--- src/rtl/edsac_ccu_pkg.sv ---
// ============================================================================
//  Module      : edsac_ccu_pkg
//  Description : Shared order encodings, sequencer state type and default
//                word lengths for the CCU multiply/shift sequencer.
//  Revision    : 1.0 - initial release
// ============================================================================
`default_nettype none

package edsac_ccu_pkg;

  // Order codes as delivered by the order decoder
  localparam logic [1:0] ORD_V   = 2'b00;  // multiply and add
  localparam logic [1:0] ORD_N   = 2'b01;  // multiply and subtract
  localparam logic [1:0] ORD_SHR = 2'b10;  // shift right
  localparam logic [1:0] ORD_SHL = 2'b11;  // shift left

  // Default multiplier lengths (short and long word)
  localparam int DEF_SHORT_BITS = 17;
  localparam int DEF_LONG_BITS  = 35;

  // Sequencer states; ST_ROUND is only reachable with the rounding feature
  typedef enum logic [1:0] {
    ST_IDLE  = 2'd0,
    ST_RUN   = 2'd1,
    ST_ROUND = 2'd2,
    ST_DONE  = 2'd3
  } ccu_state_t;

  // Multiply orders have a zero MSB in the order code
  function automatic logic is_mul_order(input logic [1:0] ord);
    return ~ord[1];
  endfunction

endpackage

`default_nettype wire

--- src/rtl/ccu_step_counter.sv ---
// ============================================================================
//  Module      : ccu_step_counter
//  Description : Step counter for the CCU sequencer. Loaded with a step total,
//                it asserts step for exactly that many cycles, counting from 0
//                up to total-1, and flags the final step.
//  Revision    : 1.0 - initial release
// ============================================================================
`default_nettype none

module ccu_step_counter #(
  parameter int CNT_W = 6
) (
  input  logic             clk,
  input  logic             rst,
  input  logic             load,
  input  logic [CNT_W-1:0] total,
  output logic             step,
  output logic             last_step,
  output logic             done_next
);

  logic [CNT_W-1:0] cnt_q;
  logic [CNT_W-1:0] total_q;
  logic             active_q;
  logic             w_at_last;

  // Final count reached when the counter equals total-1
  assign w_at_last = (cnt_q == (total_q - CNT_W'(1)));

  // Counter register: load restarts from 0, the last step returns to inactive
  always_ff @(posedge clk) begin
    if (rst) begin
      cnt_q    <= '0;
      total_q  <= '0;
      active_q <= 1'b0;
    end else if (load) begin
      cnt_q    <= '0;
      total_q  <= total;
      active_q <= (total != '0);
    end else if (active_q) begin
      if (w_at_last) begin
        cnt_q    <= '0;
        active_q <= 1'b0;
      end else begin
        cnt_q    <= cnt_q + CNT_W'(1);
      end
    end
  end

  assign step      = active_q;
  assign last_step = active_q & w_at_last;
  // Run phase ends after this cycle: either the final step, or a zero-length load
  assign done_next = last_step | (load & (total == '0));

endmodule

`default_nettype wire

--- src/rtl/ccu_mul_shift_seq.sv ---
// ============================================================================
//  Module      : ccu_mul_shift_seq
//  Description : Clocked CCU multiply/shift sequencer. Steps V/N multiplies
//                and left/right shifts over a programmable number of cycles,
//                driving the complementer gates, accumulator shift gate and
//                sign propagation, and ends each order with a one-cycle ep.
//  Config      : define CCU_MUL_ROUND_EN to add a one-cycle rounding state
//                (round_pulse) after the last multiply step.
//  Revision    : 1.0 - initial release
// ============================================================================
`default_nettype none

module ccu_mul_shift_seq
  import edsac_ccu_pkg::*;
#(
  parameter int SHORT_BITS = DEF_SHORT_BITS,
  parameter int LONG_BITS  = DEF_LONG_BITS,
  parameter int CNT_W      = 6
) (
  input  logic             clk,
  input  logic             rst,
  input  logic             start,
  input  logic [1:0]       order,
  input  logic             long_word,
  input  logic [CNT_W-1:0] shift_cnt,
  input  logic             acc_sign,
  input  logic             mplier_bit,
  output logic             busy,
  output logic             step,
  output logic             g4_pos,
  output logic             g4_neg,
  output logic             g5,
  output logic             shift_left,
  output logic             ones2,
  output logic             round_pulse,
  output logic             ep
);

  localparam logic [CNT_W-1:0] C_SHORT = CNT_W'(SHORT_BITS);
  localparam logic [CNT_W-1:0] C_LONG  = CNT_W'(LONG_BITS);

  ccu_state_t       state_q, state_d;
  logic [1:0]       order_q;
  logic             sign_ff_q;

  logic             w_accept;
  logic [CNT_W-1:0] w_total;
  logic             w_step;
  logic             w_last_step;
  logic             w_done_next;
  logic             w_is_mul;
  logic             w_sub;

  // Orders are only accepted while idle; starts at any other time are dropped
  assign w_accept = start & (state_q == ST_IDLE);

  // Step total: word length for multiplies, clamped distance for shifts
  always_comb begin
    w_total = '0;
    if (is_mul_order(order)) begin
      w_total = long_word ? C_LONG : C_SHORT;
    end else begin
      w_total = (shift_cnt > C_LONG) ? C_LONG : shift_cnt;
    end
  end

  ccu_step_counter #(
    .CNT_W (CNT_W)
  ) u_step_counter (
    .clk       (clk),
    .rst       (rst),
    .load      (w_accept),
    .total     (w_total),
    .step      (w_step),
    .last_step (w_last_step),
    .done_next (w_done_next)
  );

  // State, latched order and sign register
  always_ff @(posedge clk) begin
    if (rst) begin
      state_q   <= ST_IDLE;
      order_q   <= 2'b00;
      sign_ff_q <= 1'b0;
    end else begin
      state_q <= state_d;
      if (w_accept) begin
        order_q   <= order;
        sign_ff_q <= acc_sign;
      end
    end
  end

  // Next-state logic
  always_comb begin
    state_d = state_q;
    case (state_q)
      ST_IDLE: begin
        if (start) begin
          state_d = w_done_next ? ST_DONE : ST_RUN;
        end
      end
      ST_RUN: begin
        if (w_done_next) begin
`ifdef CCU_MUL_ROUND_EN
          state_d = is_mul_order(order_q) ? ST_ROUND : ST_DONE;
`else
          state_d = ST_DONE;
`endif
        end
      end
      ST_ROUND: state_d = ST_DONE;
      ST_DONE:  state_d = ST_IDLE;
      default:  state_d = ST_IDLE;
    endcase
  end

  assign w_is_mul = is_mul_order(order_q);
  // The final multiplier digit carries negative weight, flipping add/subtract
  assign w_sub    = (order_q == ORD_N) ^ w_last_step;

  assign busy       = (state_q != ST_IDLE);
  assign step       = w_step;
  assign g4_pos     = w_step & w_is_mul & mplier_bit & ~w_sub;
  assign g4_neg     = w_step & w_is_mul & mplier_bit &  w_sub;
  assign g5         = w_step;
  assign shift_left = w_step & (order_q == ORD_SHL);
  assign ones2      = w_step & (order_q == ORD_SHR) & sign_ff_q;
  assign ep         = (state_q == ST_DONE);

`ifdef CCU_MUL_ROUND_EN
  assign round_pulse = (state_q == ST_ROUND);
`else
  assign round_pulse = 1'b0;
`endif

endmodule

`default_nettype wire

--- config.mk ---
export PLATFORM = sky130hd
export DESIGN_NAME = ccu_mul_shift_seq
export DESIGN_NICKNAME = d
export VERILOG_FILES = /design/src/rtl/edsac_ccu_pkg.sv /design/src/rtl/ccu_step_counter.sv /design/src/rtl/ccu_mul_shift_seq.sv
export SDC_FILE = /design/constraint.sdc
export NUM_CORES = 1
export LEC_CHECK = 0
export ABC_AREA = 1
export CAP_MARGIN = 20
export CORE_AREA = 2 2 55 57
export DETAILED_ROUTE_END_ITERATION = 10
export DIE_AREA = 0 0 57 59
export PLACE_DENSITY = 0.69
export SETUP_SLACK_MARGIN = 0.15
export SYNTH_ARGS = -nofsm -noshare
export SYNTH_HDL_FRONTEND = slang
export SYNTH_HIERARCHICAL = 1
export SYNTH_SLANG_ARGS = --single-unit
--- constraint.sdc ---
create_clock -name clk -period 2.1 [get_ports clk]
set_clock_uncertainty 0.15 [all_clocks]
set_input_delay 0.42 -clock clk [delete_from_list [all_inputs] [get_ports clk]]
set_output_delay 0.42 -clock clk [all_outputs]
set_load 0.01 [all_outputs]
==> impl_metrics.csv, run 1 <==
group,metric,value,unit
synth,synthAdderAreaFrac,7.35,%
global_routing,antenna_found_initial,0,
timing,fin_ws,-0.377,ns
synth,synth_top_family_by_area,"simple AND/OR/NAND/NOR gates",
floorplanning,core_area,0.00271,sq mm
clocking,path_clk_slew,0.11,ns
synth,synth-seq-cells,18,
timing,period_minus_slack,2.48,ns
pwr,p_seq_share,31.3,%
pwr,irDropWorstVdd,615,uV
final_layout,design_area,0.00176,sq mm
global_routing,grt_overflow_total,0,
flow_run,maxCapViolCount,0,
timing,period_share,118,%
setup_path,crit_slowest_cell,"dfxtp_2",
final_layout,diodes,0,
floorplanning,rows,19,
final_layout,fill_cells,265,
setup_path,crit_path_cell_trace,"inv_2 -> ha_4 -> inv_2 -> nand2_1 -> nand2_1 -> nor2_1 -> nand2_1 -> nor2_2 -> nand4_2 -> inv_2 -> nand3_1 -> nand2_1 -> nor2_2 -> buf_2",
routing,drtAntennaViolNets,0,
pwr,power_density,899,mW/mm^2
floorplanning,die_w,57,um
synth,yosys_warnings,6,
global_routing,grt_max_degree,12,
clocking,cts_tree,"yes",
global_routing,grt_pass1_vias,1320,
routing,drt-vias-per-instance,4.70,
pwr,cellLeakagePower,0.000946,uW
final_layout,final_cell_mix,"nand2_1 (45), buf_4 (33), inv_1 (32), nor2_1 (20), nand3_1 (14)",
hold_path,hp-class,"register to register",
synth,syn_area_per_cell,6.21,sq um
setup_path,cp_data_required_time,1.53,ns
setup_path,cp.arrival,1.91,ns
clocking,clockBufferDepth,2,
setup_path,end_kind,"output pin",
timing,maxSlewViolCount,0,
timing,fmax,0.404,GHz
routing,drtIter0Drc,35,
pwr,p_sw,645,uW
clocking,root_buffer,"clkbuf_4",
timing,rsz0062_at_grt,"true",
synth,synth-seq-area-share,30.2,%
setup_path,cp_common_cell,"nand2_1",
timing,hold_violations,0,
routing,wl_per_cell,9.99,um
clocking,cts_inserted_buffers,3,
floorplanning,start_util,44.0,%
final_layout,syn2layout_area_growth,47.7,%
synth,yosys.area_share.simple,33.7,%
final_layout,layout.nets,270,
global_routing,grt_pass1_wl,5.09,mm
outcome,outcome,"complete, but fails checks",
final_layout,layout_commonest_cell,"nand2_1",
outcome,violations,"negative setup slack",
setup_path,path_max_fanout,2,
placement,place.gp.congestion,0.780,
clocking,clock-sinks,18,
pwr,p_int,940,uW
placement,dp_hpwl,2.34,mm
clocking,insertion_delay,0.30,ns
timing,finalSetupViolCount,4,
synth,synth_xor_area_share,2.20,%
synth,netlist_area,0.00119,sq mm
setup_path,crit_type,"register to output pin",
synth,synth_mux_area_share,0,%
routing,drt_wl_total,2.79,mm
setup_path,startpoint_type,"register",
routing,first_pass_iters,4,
floorplanning,io_pins,23,
routing,dr_total_vias,1311,
routing,drcViolationCount,0,
synth,synth_compound_area_share,12.1,%
pwr,pwr-share-comb,54.7,%
pwr,p_sw_share,40.7,%
placement,numPortBuffers,21,
placement,dpl-instance-area,0.00169,sq mm
final_layout,drive_above_1_share,28.6,%
floorplanning,die_y,59,um
setup_path,critPathMaxStageDelay,0.35,ns
synth,ys_types,23,
clocking,htree_levels,1,
synth,syn-num-nets,213,
global_routing,grt_usage,19.2,%
pwr,clkPwrFrac,14.0,%
synth,synth_cells,192,
placement,place_worst_setup_slack,-0.509,ns
floorplanning,die_area,0.00336,sq mm
final_layout,final_core_utilization,65.0,%
[synth_stat cells (all sizes together)]
master | number | area (sq um)
nand2 | 51 | 194
inv | 40 | 150
nor2 | 24 | 95.1
dfxtp | 18 | 360
a21oi | 15 | 78.8
nand3 | 14 | 70.1
o21ai | 9 | 45.0
ha | 7 | 87.6
xor2 | 3 | 26.3
buf | 2 | 15.0
nand4 | 2 | 18.8
nor3 | 2 | 15.0
a211oi | 1 | 7.51
clkbuf | 1 | 3.75
conb | 1 | 3.75
nor4b | 1 | 8.76
o211ai | 1 | 12.5
[registers in the layout, summed over array words and instances (netlist names)]
signal                  count
u_step_counter/cnt_q        6
state_q                     2
order_q                     2
u_step_counter/step         1
u_step_counter/total_q      6
sign_ff_q                   1
[critical path: cells and delay by family, from the launching register on]
family | cells | cell delay, ns
fa+ha+maj | 1 | 0.26
buf+inv | 4 | 0.30
flops | 1 | 0.35
simple gates | 9 | 0.71
[metrics by stage]
| stage | instances | hold slack (ns) | total power (uW) | setup TNS, ns |
|---|---|---|---|---|
| 2_1_floorplan | 192 | 0.297 | 994 | -0.0252 |
| 3_3_place_gp | 273 | 0.314 | 1310 | -1.33 |
| 3_5_place_dp | 273 | 0.324 | 1350 | -1.55 |
| 4_1_cts | 278 | 0.353 | 1580 | -0.770 |
| 5_1_grt | 279 | 0.387 | 1740 | -1.64 |
| 6_report | 279 | 0.344 | 1580 | -0.932 |
[power by group through the flow]
stage	clock (uW)	sequential, uW	combinational (uW)
after floorplan	0	489	506
after global placement	0	487	826
after detailed placement	0	491	857
after CTS	232	494	858
after global routing	246	512	982
final	222	495	867
[routing by layer]
layer	up-vias	share of wire, %	track usage [%]
met5	-	0	0
met4	0	1.7	9.63
met3	6	3.9	2.84
met2	27	52	36.3
met1	580	42	20.7
li1	698	-	-
[area by class of cell]
| cell class | instances | area [sq um] | area share [%] |
|---|---|---|---|
| clock buffer | 4 | 36.3 | 2.06 |
| sequential | 18 | 373 | 21.2 |
| inverter | 40 | 150 | 8.52 |
| multi-input combinational | 131 | 701 | 39.8 |
| tap | 31 | 38.8 | 2.20 |
| timing repair buffer | 55 | 463 | 26.3 |
[path summary, 6_finish.rpt]
path | slack, ns | start | to | cells after the start
worst min register to register | 0.34 | sign_ff_q | sign_ff_q | 2
worst max-delay path | -0.38 | u_step_counter/total_q[0] | g4_neg | 14
worst min-delay path | 0.34 | sign_ff_q | sign_ff_q | 2
worst max register to register | -0.11 | u_step_counter/total_q[0] | state_q[1] | 19
[logic make-up after synthesis]
kind of cell               after synthesis
and+or+nand+nor                         94
buffers and inverters                   43
AOI/OAI and AO/OA                       26
DFF                                     18
adders and majority gates                7
xor gates and xnor gates                 3
other                                    1
[timing repair]
action / 4_1_cts / 5_1_grt
hold buffers: 0 / 0
endpoints found under the setup margin: 10 / 7
gates resized for setup: 24 / 8
setup buffers: 1 / 1
pin swaps: 3 / 1
Power figures use the tool's default switching activity.
==> run 2, diff against run 1 <==
--- a/config.mk
+++ b/config.mk
@@ -7,12 +7,11 @@
 export LEC_CHECK = 0
 export ABC_AREA = 1
 export CAP_MARGIN = 20
-export CORE_AREA = 2 2 55 57
+export CORE_AREA = 2 2 53 55
 export DETAILED_ROUTE_END_ITERATION = 10
-export DIE_AREA = 0 0 57 59
-export PLACE_DENSITY = 0.69
+export DIE_AREA = 0 0 55 57
+export PLACE_DENSITY = 0.7
 export SETUP_SLACK_MARGIN = 0.15
 export SYNTH_ARGS = -nofsm -noshare
 export SYNTH_HDL_FRONTEND = slang
-export SYNTH_HIERARCHICAL = 1
 export SYNTH_SLANG_ARGS = --single-unit
==> run 2 against run 1 <==
The run still ends with negative setup slack left; global-route usage grew 0.73 points; utilization is 4.6 points lower; hold slack got worse by 0.023 ns; maximum frequency is 3.5% higher; cell count is 13% lower; cell area decreased by 10%; critical endpoint is now g4_pos.
==> impl_metrics.csv, run 2 <==
group,metric,value,unit
outcome,outcome,"complete, but fails checks",
outcome,violations,"negative setup slack",
timing,rsz0062_at_grt,"true",
floorplanning,die_y,57,um
clocking,path_clk_slew,0.11,ns
setup_path,end_kind,"output pin",
synth,syn_area_per_cell,6.59,sq um
placement,numPortBuffers,21,
synth,netlist_area,0.00110,sq mm
clocking,insertion_delay,0.30,ns
flow_run,maxCapViolCount,0,
synth,synth-seq-area-share,32.8,%
synth,synth_mux_area_share,0,%
routing,drcViolationCount,0,
routing,drtIter0Drc,40,
routing,drtAntennaViolNets,0,
floorplanning,rows,19,
final_layout,layout.nets,235,
synth,yosysMostFrequentCell,"nand2_1",
synth,ys.flop_type,"dfxtp_1",
synth,synth_area_leaders,"dfxtp_1 (33%), nand2_1 (15%), inv_1 (8.9%), ha_1 (6.8%), nor2_1 (6.5%)",
timing,tns,-0.538,ns
placement,place_worst_setup_slack,-0.456,ns
synth,yosys_warnings,0,
setup_path,crit_slowest_cell,"dfxtp_2",
final_layout,layout_commonest_cell,"nand2_1",
placement,place.gp.congestion,0.839,
global_routing,antenna_found_initial,0,
synth,synthAdderAreaFrac,6.83,%
synth,synth_common_cells,"nand2_1 (45), inv_1 (26), nor2_1 (19)",
placement,dp_hpwl,2.22,mm
floorplanning,core_area,0.00262,sq mm
synth,ys_types,27,
setup_path,cp_data_required_time,1.53,ns
timing,hold_violations,0,
timing,finalSetupViolCount,2,
timing,maxSlewViolCount,0,
global_routing,grt_max_degree,10,
timing,period_share,114,%
routing,drt-vias-per-instance,4.88,
synth,synth_cells,167,
routing,dr_total_vias,1191,
synth,yosys.area_share.simple,34.0,%
pwr,power_density,731,mW/mm^2
final_layout,diodes,0,
clocking,cts_inserted_buffers,3,
synth,synth_top_family_by_area,"simple AND/OR/NAND/NOR gates",
synth,syn-num-nets,187,
final_layout,reg_top3,"u_step_counter.cnt_q x6, u_step_counter.total_q x6",
synth,synth-seq-cells,18,
setup_path,path_max_fanout,2,
clocking,clockBufferDepth,2,
setup_path,cp.arrival,1.82,ns
final_layout,final_cell_mix,"nand2_1 (44), buf_4 (24), inv_1 (23), nor2_1 (18), clkdlybuf4s50_1 (15)",
final_layout,drive_above_1_share,23.5,%
floorplanning,die_area,0.00314,sq mm
routing,wl_per_cell,11.4,um
final_layout,syn2layout_area_growth,43.6,%
timing,fin_ws,-0.294,ns
final_layout,seq_area,369,sq um
hold_path,hp-class,"register to register",
floorplanning,start_util,42.1,%
clocking,cts_tree,"yes",
timing,period_minus_slack,2.39,ns
setup_path,crit_path_cell_trace,"inv_2 -> ha_4 -> xnor2_1 -> nor2_1 -> nand3_1 -> nor2_2 -> nand2_2 -> xor2_2 -> nor2b_4 -> buf_6",
setup_path,critPathMaxStageDelay,0.36,ns
global_routing,grt_pass1_vias,1121,
final_layout,fill_cells,261,
synth,async_flop_share,0,%
synth,synth_top_cell_by_area,"dfxtp_1",
clocking,clock-sinks,18,
setup_path,crit_type,"register to output pin",
pwr,irDropWorstVdd,544,uV
setup_path,cp_num_buf_inv,2,
clocking,root_buffer,"clkbuf_4",
floorplanning,die_w,55,um
synth,synth_compound_area_share,10.4,%
setup_path,path_delay_family,"simple AND/OR/NAND/NOR gates",
synth,synth-edff-count,0,
routing,first_pass_iters,4,
floorplanning,io_pins,23,
routing,drt_wl_total,2.79,mm
global_routing,grt_overflow_total,0,
setup_path,startpoint_type,"register",
clocking,htree_levels,1,
global_routing,grt_pass1_wl,4.69,mm
timing,fmax,0.418,GHz
synth,synth_top_cell_area_share,32.8,%
global_routing,grt_usage,19.9,%
synth,synth_xor_area_share,4.78,%
pwr,cellLeakagePower,0.000767,uW
clocking,ctsHoldBuffers,0,
final_layout,multi_input_area,657,sq um
run 2: changes by cell type in the layout (fill, tap and decap cells not counted), sizes merged, moves of 4 or more:
cell   previous run  this run
a21oi            15         6
nand2            51        47
buf              36        26
nand3            14        10
o21ai             9         4
inv              40        27
o22ai             0         5
run 2: path summary, 6_finish.rpt:
check	startpoint	to	slack, ns	cells past startpoint
min reg2reg	sign_ff_q	sign_ff_q	0.32	2
max	u_step_counter.total_q[1]	g4_pos	-0.29	10
max reg2reg	u_step_counter.total_q[1]	state_q[1]	0.30	12
min	sign_ff_q	sign_ff_q	0.32	2
run 2: per-layer routing:
| metal | vias up | global-route usage [%] | routed length (um) |
|---|---|---|---|
| met1 | 549 | 26.5 | 1270 |
| met5 | - | 0 | 0 |
| met3 | 2 | 2.36 | 61 |
| met2 | 20 | 33.0 | 1440 |
| li1 | 620 | - | - |
| met4 | 0 | 6.27 | 19 |
run 2: worst min-delay path: stages (launching register included):
cell	delay, ns
dfxtp_1	0.32
inv_1	0.06
a21oi_1	0.06
run 2: what timing repair did:
| item | 4_1_cts | 5_1_grt |
|---|---|---|
| resized for setup | 15 | 8 |
| pin swaps | 3 | 4 |
| setup buffers | 1 | 0 |
| setup endpoints to repair | 8 | 7 |
run 2: final cells by class:
cell class / instances / share of cell area (%)
clock buffers: 3 / 1.43
inverters: 28 / 6.66
multi-input cells: 119 / 41.6
flip-flops and latches: 18 / 23.4
well taps: 31 / 2.46
repair buffers: 45 / 24.5
run 2: where the power goes:
group / total, uW / leakage, uW / switching [uW] / internal, uW
Clock: 178 / 0.0000138 / 111 / 66.7
Sequential: 436 / 0.000149 / 39.9 / 396
Combinational: 540 / 0.000604 / 286 / 254
run 2: cell families after synthesis:
family                   after synthesis
AO/OA/AOI/OAI                         19
other                                  1
buffers and inverters                 30
adder cells (fa/ha/maj)                6
AND/OR/NAND/NOR                       87
flip-flops                            18
XOR/XNOR                               6
run 2: per-stage QoR:
step / hold WS, ns / util [%] / std cells / power, uW / area (sq um)
finish: 0.322 / 60.4 / 244 / 1150 / 1580
CTS: 0.317 / 59.6 / 244 / 1150 / 1560
floorplan: 0.280 / - / 167 / 766 / 1120
global route: 0.352 / 60.4 / 244 / 1250 / 1580
detailed placement: 0.301 / 58.5 / 240 / 965 / 1530
global placement: 0.293 / 58.5 / 240 / 941 / 1530
